### src/rtl/regfile_dbg_port.sv
// Register-file debug engine: streams x0..x31 out (dump) or writes a word stream
// into x1..x31 (load) while the core is stalled.
module regfile_dbg_port #(
    parameter int NUM_REGS = 32,
    parameter int ADDR_W   = 5,
    parameter int DATA_W   = 32
) (
    input  logic              clk_i,
    input  logic              rst_ni,
    input  logic              start_i,
    input  logic              mode_i,
    input  logic              abort_i,
    output logic              busy_o,
    output logic              done_o,
    output logic [ADDR_W-1:0] rf_raddr_o,
    input  logic [DATA_W-1:0] rf_rdata_i,
    output logic [ADDR_W-1:0] rf_waddr_o,
    output logic [DATA_W-1:0] rf_wdata_o,
    output logic              rf_wren_o,
    output logic              dump_valid_o,
    input  logic              dump_ready_i,
    output logic [ADDR_W-1:0] dump_addr_o,
    output logic [DATA_W-1:0] dump_data_o,
    input  logic              load_valid_i,
    output logic              load_ready_o,
    input  logic [DATA_W-1:0] load_data_i
);

    typedef enum logic [2:0] {
        S_IDLE,
        S_DUMP_RD,
        S_DUMP_OUT,
        S_LOAD,
        S_DONE
    } state_t;

    localparam logic [ADDR_W-1:0] LAST_IDX = ADDR_W'(NUM_REGS - 1);

    state_t              state_q, state_d;
    logic [ADDR_W-1:0]   cnt_q, cnt_d;
    logic [ADDR_W-1:0]   dump_addr_q, dump_addr_d;
    logic [DATA_W-1:0]   dump_data_q, dump_data_d;
    logic                wren_q, wren_d;
    logic [ADDR_W-1:0]   waddr_q, waddr_d;
    logic [DATA_W-1:0]   wdata_q, wdata_d;
    logic                load_hs;

    always_ff @(posedge clk_i or negedge rst_ni) begin
        if (!rst_ni) begin
            state_q     <= S_IDLE;
            cnt_q       <= '0;
            dump_addr_q <= '0;
            dump_data_q <= '0;
            wren_q      <= 1'b0;
            waddr_q     <= '0;
            wdata_q     <= '0;
        end else begin
            state_q     <= state_d;
            cnt_q       <= cnt_d;
            dump_addr_q <= dump_addr_d;
            dump_data_q <= dump_data_d;
            wren_q      <= wren_d;
            waddr_q     <= waddr_d;
            wdata_q     <= wdata_d;
        end
    end

    // A load word accepted in the abort cycle is still written on the next cycle.
    assign load_hs = (state_q == S_LOAD) && load_valid_i;

    always_comb begin
        state_d     = state_q;
        cnt_d       = cnt_q;
        dump_addr_d = dump_addr_q;
        dump_data_d = dump_data_q;
        wren_d      = 1'b0;
        waddr_d     = waddr_q;
        wdata_d     = wdata_q;

        if (load_hs) begin
            wren_d  = 1'b1;
            waddr_d = cnt_q;
            wdata_d = load_data_i;
        end

        unique case (state_q)
            S_IDLE: begin
                if (start_i) begin
                    if (mode_i) begin
                        state_d = S_LOAD;
                        cnt_d   = ADDR_W'(1);
                    end else begin
                        state_d = S_DUMP_RD;
                        cnt_d   = '0;
                    end
                end
            end
            S_DUMP_RD: begin
                dump_data_d = rf_rdata_i;
                dump_addr_d = cnt_q;
                state_d     = S_DUMP_OUT;
            end
            S_DUMP_OUT: begin
                if (dump_ready_i) begin
                    if (cnt_q == LAST_IDX) begin
                        state_d = S_DONE;
                    end else begin
                        cnt_d   = cnt_q + ADDR_W'(1);
                        state_d = S_DUMP_RD;
                    end
                end
            end
            S_LOAD: begin
                if (load_valid_i) begin
                    if (cnt_q == LAST_IDX) begin
                        state_d = S_DONE;
                    end else begin
                        cnt_d = cnt_q + ADDR_W'(1);
                    end
                end
            end
            S_DONE: begin
                state_d = S_IDLE;
            end
            default: begin
                state_d = S_IDLE;
            end
        endcase

        // Abort overrides every transition, including a start request in IDLE.
        if (abort_i) begin
            state_d = S_IDLE;
            cnt_d   = cnt_q;
        end
    end

    assign busy_o       = (state_q != S_IDLE);
    assign done_o       = (state_q == S_DONE);
    assign rf_raddr_o   = cnt_q;
    assign rf_waddr_o   = waddr_q;
    assign rf_wdata_o   = wdata_q;
    assign rf_wren_o    = wren_q;
    assign dump_valid_o = (state_q == S_DUMP_OUT);
    assign dump_addr_o  = dump_addr_q;
    assign dump_data_o  = dump_data_q;
    assign load_ready_o = (state_q == S_LOAD);

endmodule

### config.mk
export PLATFORM = sky130hd
export DESIGN_NAME = regfile_dbg_port
export DESIGN_NICKNAME = d
export VERILOG_FILES = /design/src/rtl/regfile_dbg_port.sv
export SDC_FILE = /design/constraint.sdc
export NUM_CORES = 1
export LEC_CHECK = 0
export BUFFER_PORTS_ARGS = -buffer_cell sky130_fd_sc_hd__buf_2
export CORE_MARGIN = 4
export CORE_UTILIZATION = 43
export CTS_CLUSTER_SIZE = 25
export DETAILED_ROUTE_END_ITERATION = 10
export MAX_ROUTING_LAYER = met4
export PLACE_DENSITY = 0.83
export SLEW_MARGIN = 5
export SYNTH_ARGS = -nofsm -noshare
export SYNTH_HDL_FRONTEND = slang
export SYNTH_SLANG_ARGS = --single-unit
export TNS_END_PERCENT = 50
### constraint.sdc
create_clock -name clk_i -period 2.2 [get_ports clk_i]
set_input_delay 0 -clock clk_i [delete_from_list [all_inputs] [get_ports clk_i]]
set_output_delay 0 -clock clk_i [all_outputs]
set_load 0.02 [all_outputs]
==> impl_metrics.ini, run 1 <==
[cells_and_area]
layout_commonest_cell = buf_2
fin_cells = 547
insertedDiodeCount = 0
area_growth_pct = 53.32
final_cell_mix = buf_2, dfrtp_1, mux2_2
drive_above_1_share_pct = 56.47
layout.nets = 517
n_fill_cell = 513

[worst_setup_path]
rrSetupSlack_ps = 290
reg2reg_depth = 6
crit_type = reg -> reg
cp-end-kind = register
required_ps = 2450
arrival_ps = 2160
cp-start-kind = register
worstPathMaxFanout = 9

[clock_network]
cts.hold.buffers_added = 68
postCtsSetupBuffers = 0
root_buffer = clkbuf_8
cts_resized = 0
htree_levels = 3
cts_tree = built
cts_buffer_depth = 2
cts_buffers = 9
clkLatencyLatePin_ps = 340
cts_sinks = 83
clk_pin_slew_worst_paths_ps = 80

[power_and_ir_drop]
p_leak_uw = 0.002555
vdd_drop_max_v = 0.0006493
powerDensity_nw_per_um2 = 1301

[timing]
slew_headroom_pct = 63.93
grt_setup_unrepaired = no
clock.fmax_mhz = 523.7
worstMarginPinSlew_ps = 541.1
timing.final.crit_period_ps = 1909
setup_viol = 0
slew_viol_final = 0
finClkSkew_ps = 9.507
fin_crit_sh_pct = 86.79
timing.setup.tns_ps = 0
hold_viol = 0

[floorplan]
start_util_pct = 45.01
pin_count = 155
rows = 31
die_x_um = 96.06
core_um2 = 7408
die_h_um = 96.06
die_area_um2 = 9228

[detailed_routing]
wire_per_inst_um = 15.65
drt_wl_total_um = 8563
ant_nets = 0
post-route-drc-count = 0
num_vias = 2583
drtPass1Iterations = 4
vias_per_cell = 4.722
drtIter0Drc = 87

[placed_design]
gp_congestion = 0.7465
dp.final_hpwl_um = 5623
io_buffer_count = 154
placed_cells = 463

[global_route]
grt.total_usage_pct = 19.55
grt-ovfl-total = 0
grt_pass1_wl_um = 13300
grt_pass1_vias = 2819
grt_antenna_before_repair = 0
grt_max_degree = 44

[worst_hold_path]
hp-class = in -> reg
hold-path-cell-count = 4

[synthesis]
syn-num-nets = 288
yosys.cell_types.count = 32
netlist_instances = 214
synth_warnings = 0
ys_seq_area_share_pct = 62.29
netlist_area_um2 = 3334
syn_area_per_cell_um2 = 15.58
ys_ff_latch = 83

[job]
maxCapViolations = 0

[run_status]
run_status = finished clean
==> routing by layer <==
| layer | part of all wire (%) | global-route usage (%) | wire length (µm) | vias to the layer above |
|---|---|---|---|---|
| met5 | 0 | - | 0 | - |
| met4 | 2.6 | 8.531 | 223 | 0 |
| met3 | 7.6 | 5.160 | 650 | 22 |
| met2 | 52 | 33.35 | 4483 | 114 |
| met1 | 37 | 21.44 | 3206 | 1234 |
| li1 | - | - | - | 1213 |
==> final timing paths <==
kind	from	endpoint
min	dump_ready_i	state_q[1]
max	rf_raddr_o[0]	rf_raddr_o[3]
max in group asynchronous	rst_ni	dump_data_o[12]
max reg2reg	rf_raddr_o[0]	rf_raddr_o[3]
min reg2reg	rf_wdata_o[29]	rf_wdata_o[29]
min in group asynchronous	rst_ni	rf_wren_o
==> state kept, by name, indices dropped and copies added, names as in the netlist <==
signal	flops
rf_waddr_o	5
rf_raddr_o	5
dump_data_o	32
dump_addr_o	5
rf_wdata_o	32
state_q	3
rf_wren_o	1
==> stage by stage <==
step | cell area [µm²] | setup slack, ps | util (%) | total power [µW] | hold slack, ps
floorplan | 3334 | 340.8 | - | 4370 | -295.6
CTS | 5112 | 290.3 | 69.01 | 6698 | 12.68
global route | 5112 | 152.6 | 69.01 | 7044 | 89.12
finish | 5112 | 290.6 | 69.01 | 6649 | 69.10
global placement | 4204 | 402.8 | 56.75 | 5256 | 16.02
detailed placement | 4204 | 293.8 | 56.75 | 5370 | 21.44
==> synthesized netlist by cell type <==
cell | count | area share, %
a41oi_1 | 1 | 0.26
a2111oi_0 | 1 | 0.26
mux2_2 | 71 | 24
nor3_4 | 1 | 0.49
buf_6 | 4 | 1.4
o221a_1 | 1 | 0.34
mux2_1 | 3 | 1.0
o21a_1 | 1 | 0.23
and3_1 | 1 | 0.19
buf_4 | 4 | 0.90
a31oi_1 | 2 | 0.38
and4bb_4 | 1 | 0.49
inv_1 | 4 | 0.45
ha_1 | 3 | 1.1
nand2b_4 | 1 | 0.41
o211ai_1 | 1 | 0.23
dfrtp_1 | 83 | 62
a21oi_1 | 3 | 0.45
nor3_1 | 1 | 0.15
nor2_2 | 1 | 0.19
buf_2 | 1 | 0.15
a31o_4 | 1 | 0.53
mux2i_2 | 1 | 0.41
o21ai_0 | 2 | 0.30
mux2i_1 | 3 | 0.90
and2_1 | 1 | 0.19
nor2_1 | 5 | 0.56
nand3_1 | 1 | 0.15
nor4b_1 | 1 | 0.26
nand2_1 | 7 | 0.79
or3_2 | 1 | 0.23
nor2b_1 | 2 | 0.38
==> cell families after synthesis <==
kind of cell,count (synthesis),share of synthesized area (%)
mux,78,26.30
compound gates,13,2.965
fa+ha+maj,3,1.126
flops,83,62.29
simple gates,24,4.466
buf+inv,13,2.851
==> critical path: stages (launching register included) <==
cell and delay, ps:
dfrtp_1 470, ha_1 260, and3_1 210, ha_1 190, and4bb_4 340, a41oi_1 140, a31oi_1 210
==> cell type report <==
class / instances / area (µm²) / area share (%)
Tap cell: 99 / 123.9 / 2.423
Sequential cell: 83 / 2077 / 40.63
Timing Repair Buffer: 227 / 1504 / 29.42
Inverter: 4 / 15.01 / 0.2937
Clock inverter: 4 / 72.57 / 1.419
Multi-Input combinational cell: 118 / 1165 / 22.79
Clock buffer: 12 / 155.1 / 3.035
==> power by group <==
group / leakage [µW] / switching [µW] / internal (µW)
clock network: 0.000113 / 513 / 700
logic: 0.00142 / 1610 / 1240
registers: 0.00102 / 385 / 2200
No activity file was read; power rests on OpenSTA's default activity.
==> run 2: changes to the inputs <==
CORE_UTILIZATION = 25   (was 43)
PLACE_DENSITY = 0.57   (was 0.83)
==> impl_metrics.ini, run 2 (same netlist as run 1, synthesis figures left out) <==
[timing]
hold_slack_ps = 41.98
slew_headroom_pct = 31.61
fin_crit_sh_pct = 84.41
worstMarginPinSlew_ps = 1026
timing.final.crit_period_ps = 1857
finClkSkew_ps = 9.382
setup_viol = 0
clock.fmax_mhz = 538.5
grt_setup_unrepaired = no
timing.setup.tns_ps = 0
slew_viol_final = 0
hold_viol = 0

[global_route]
use_met2_pct = 18.18
use_met3_pct = 4.895
grt_max_degree = 84
grt_pass1_vias = 2650
grt_pass1_wl_um = 13120
busiest_layer = met2
grt-ovfl-total = 0
grt.total_usage_pct = 11.57
grtUsageMet1_pct = 13.25
grt_antenna_before_repair = 0

[worst_setup_path]
arrival_ps = 2120
crit_type = reg -> reg
worstPathMaxFanout = 9
r2r_end = rf_raddr_o[4]
required_ps = 2460
rrSetupSlack_ps = 340
reg2reg_depth = 6
cp-end-kind = register
rr_startpoint = rf_raddr_o[0]
cp-start-kind = register

[floorplan]
rows = 41
die_h_um = 123.5
die_x_um = 123.5
die_area_um2 = 15250
start_util_pct = 26.00
core_um2 = 12820
pin_count = 155

[power_and_ir_drop]
pwr-share-comb_pct = 39.6
vdd_drop_max_v = 0.0006202
pwr-share-clk_pct = 24.3
p_sw_share_pct = 35.81
p_sw_uw = 2558
p_seq_share_pct = 36.1
powerDensity_nw_per_um2 = 1344
p_leak_uw = 0.002608
internal_power_uw = 4585

[clock_network]
cts_buffer_depth = 2
postCtsSetupBuffers = 0
cts_buffers = 9
clk_pin_slew_worst_paths_ps = 60
cts_sinks = 83
clkLatencyLatePin_ps = 340
cts_tree = built
htree_levels = 3
root_buffer = clkbuf_16

[detailed_routing]
post-route-drc-count = 0
wire_per_inst_um = 13.62
drtPass1Iterations = 4
num_vias = 2571
drt_wl_total_um = 8419
drtIter0Drc = 69
ant_nets = 0
vias_per_cell = 4.160

[cells_and_area]
layout_commonest_cell = buf_2
insertedDiodeCount = 0
drive_above_1_share_pct = 56.50
final_cell_mix = buf_2, dfrtp_1, mux2_2
area_growth_pct = 59.32
n_fill_cell = 1217
layout.nets = 515
fin_cells = 618

[run_status]
run_status = finished clean

[placed_design]
placed_cells = 534
io_buffer_count = 154
gp_congestion = 0.8398
dp.final_hpwl_um = 5486

[worst_hold_path]
hp-start = dump_ready_i
hold_end = state_q[1]
hold-path-cell-count = 4
hp-class = in -> reg

[job]
maxCapViolations = 0
==> run 2: power groups by stage <==
stage	combinational [µW]	clock (µW)	sequential, µW
5_1_grt	3040	1870	2680
6_report	2830	1740	2580
2_1_floorplan	962	0	3410
3_3_place_gp	2740	0	2580
4_1_cts	2860	1810	2580
3_5_place_dp	2760	0	2600
==> run 2: final cells by class <==
| cell class | count | area (µm²) | share of cell area [%] |
|---|---|---|---|
| Clock inverter | 6 | 112.6 | 2.120 |
| Clock buffer | 10 | 239.0 | 4.498 |
| Sequential cell | 83 | 2077 | 39.10 |
| Multi-Input combinational cell | 118 | 1165 | 21.93 |
| Inverter | 4 | 15.01 | 0.2826 |
| Timing Repair Buffer | 225 | 1489 | 28.03 |
| Tap cell | 172 | 215.2 | 4.051 |
==> run 2: through the flow <==
step                power [µW]  utilization [%]  area (µm²)  setup slack [ps]
global route              7580            41.42        5313             240.5
detailed placement        5362            33.38        4280             349.6
global placement          5316            33.38        4280             406.1
CTS                       7250            41.42        5313             342.0
floorplan                 4370                -        3334             340.8
finish                    7143            41.42        5313             343.0
==> run 2: metal layers <==
metal,share of wire [%],up-vias
met5,0,-
met4,1.3,0
met3,10,13
met2,48,115
met1,41,1231
li1,-,1212
==> run 2: critical path, cell delays in order (launching register included) <==
cell      delay, ps
dfrtp_1         460
ha_1            260
and3_1          200
ha_1            190
and4bb_4        340
a31o_4          140
mux2i_1         180
==> run 2: repair_timing <==
item / CTS / global route
hold endpoints to repair: 150 / 0
gates resized for setup: 0 / 0
hold buffers: 68 / 0
==> run 2: worst max path at each step <==
stage	start	end	slack, ps	depth (start not counted)
floorplan	rf_raddr_o[0]	rf_raddr_o[0]	340	6
global placement	rf_raddr_o[0]	state_q[1]	410	6
detailed placement	rf_raddr_o[0]	rf_raddr_o[0]	350	6
CTS	rf_raddr_o[0]	rf_raddr_o[4]	340	6
global route	rf_raddr_o[0]	rf_raddr_o[0]	240	6
finish	rf_raddr_o[0]	rf_raddr_o[4]	340	6
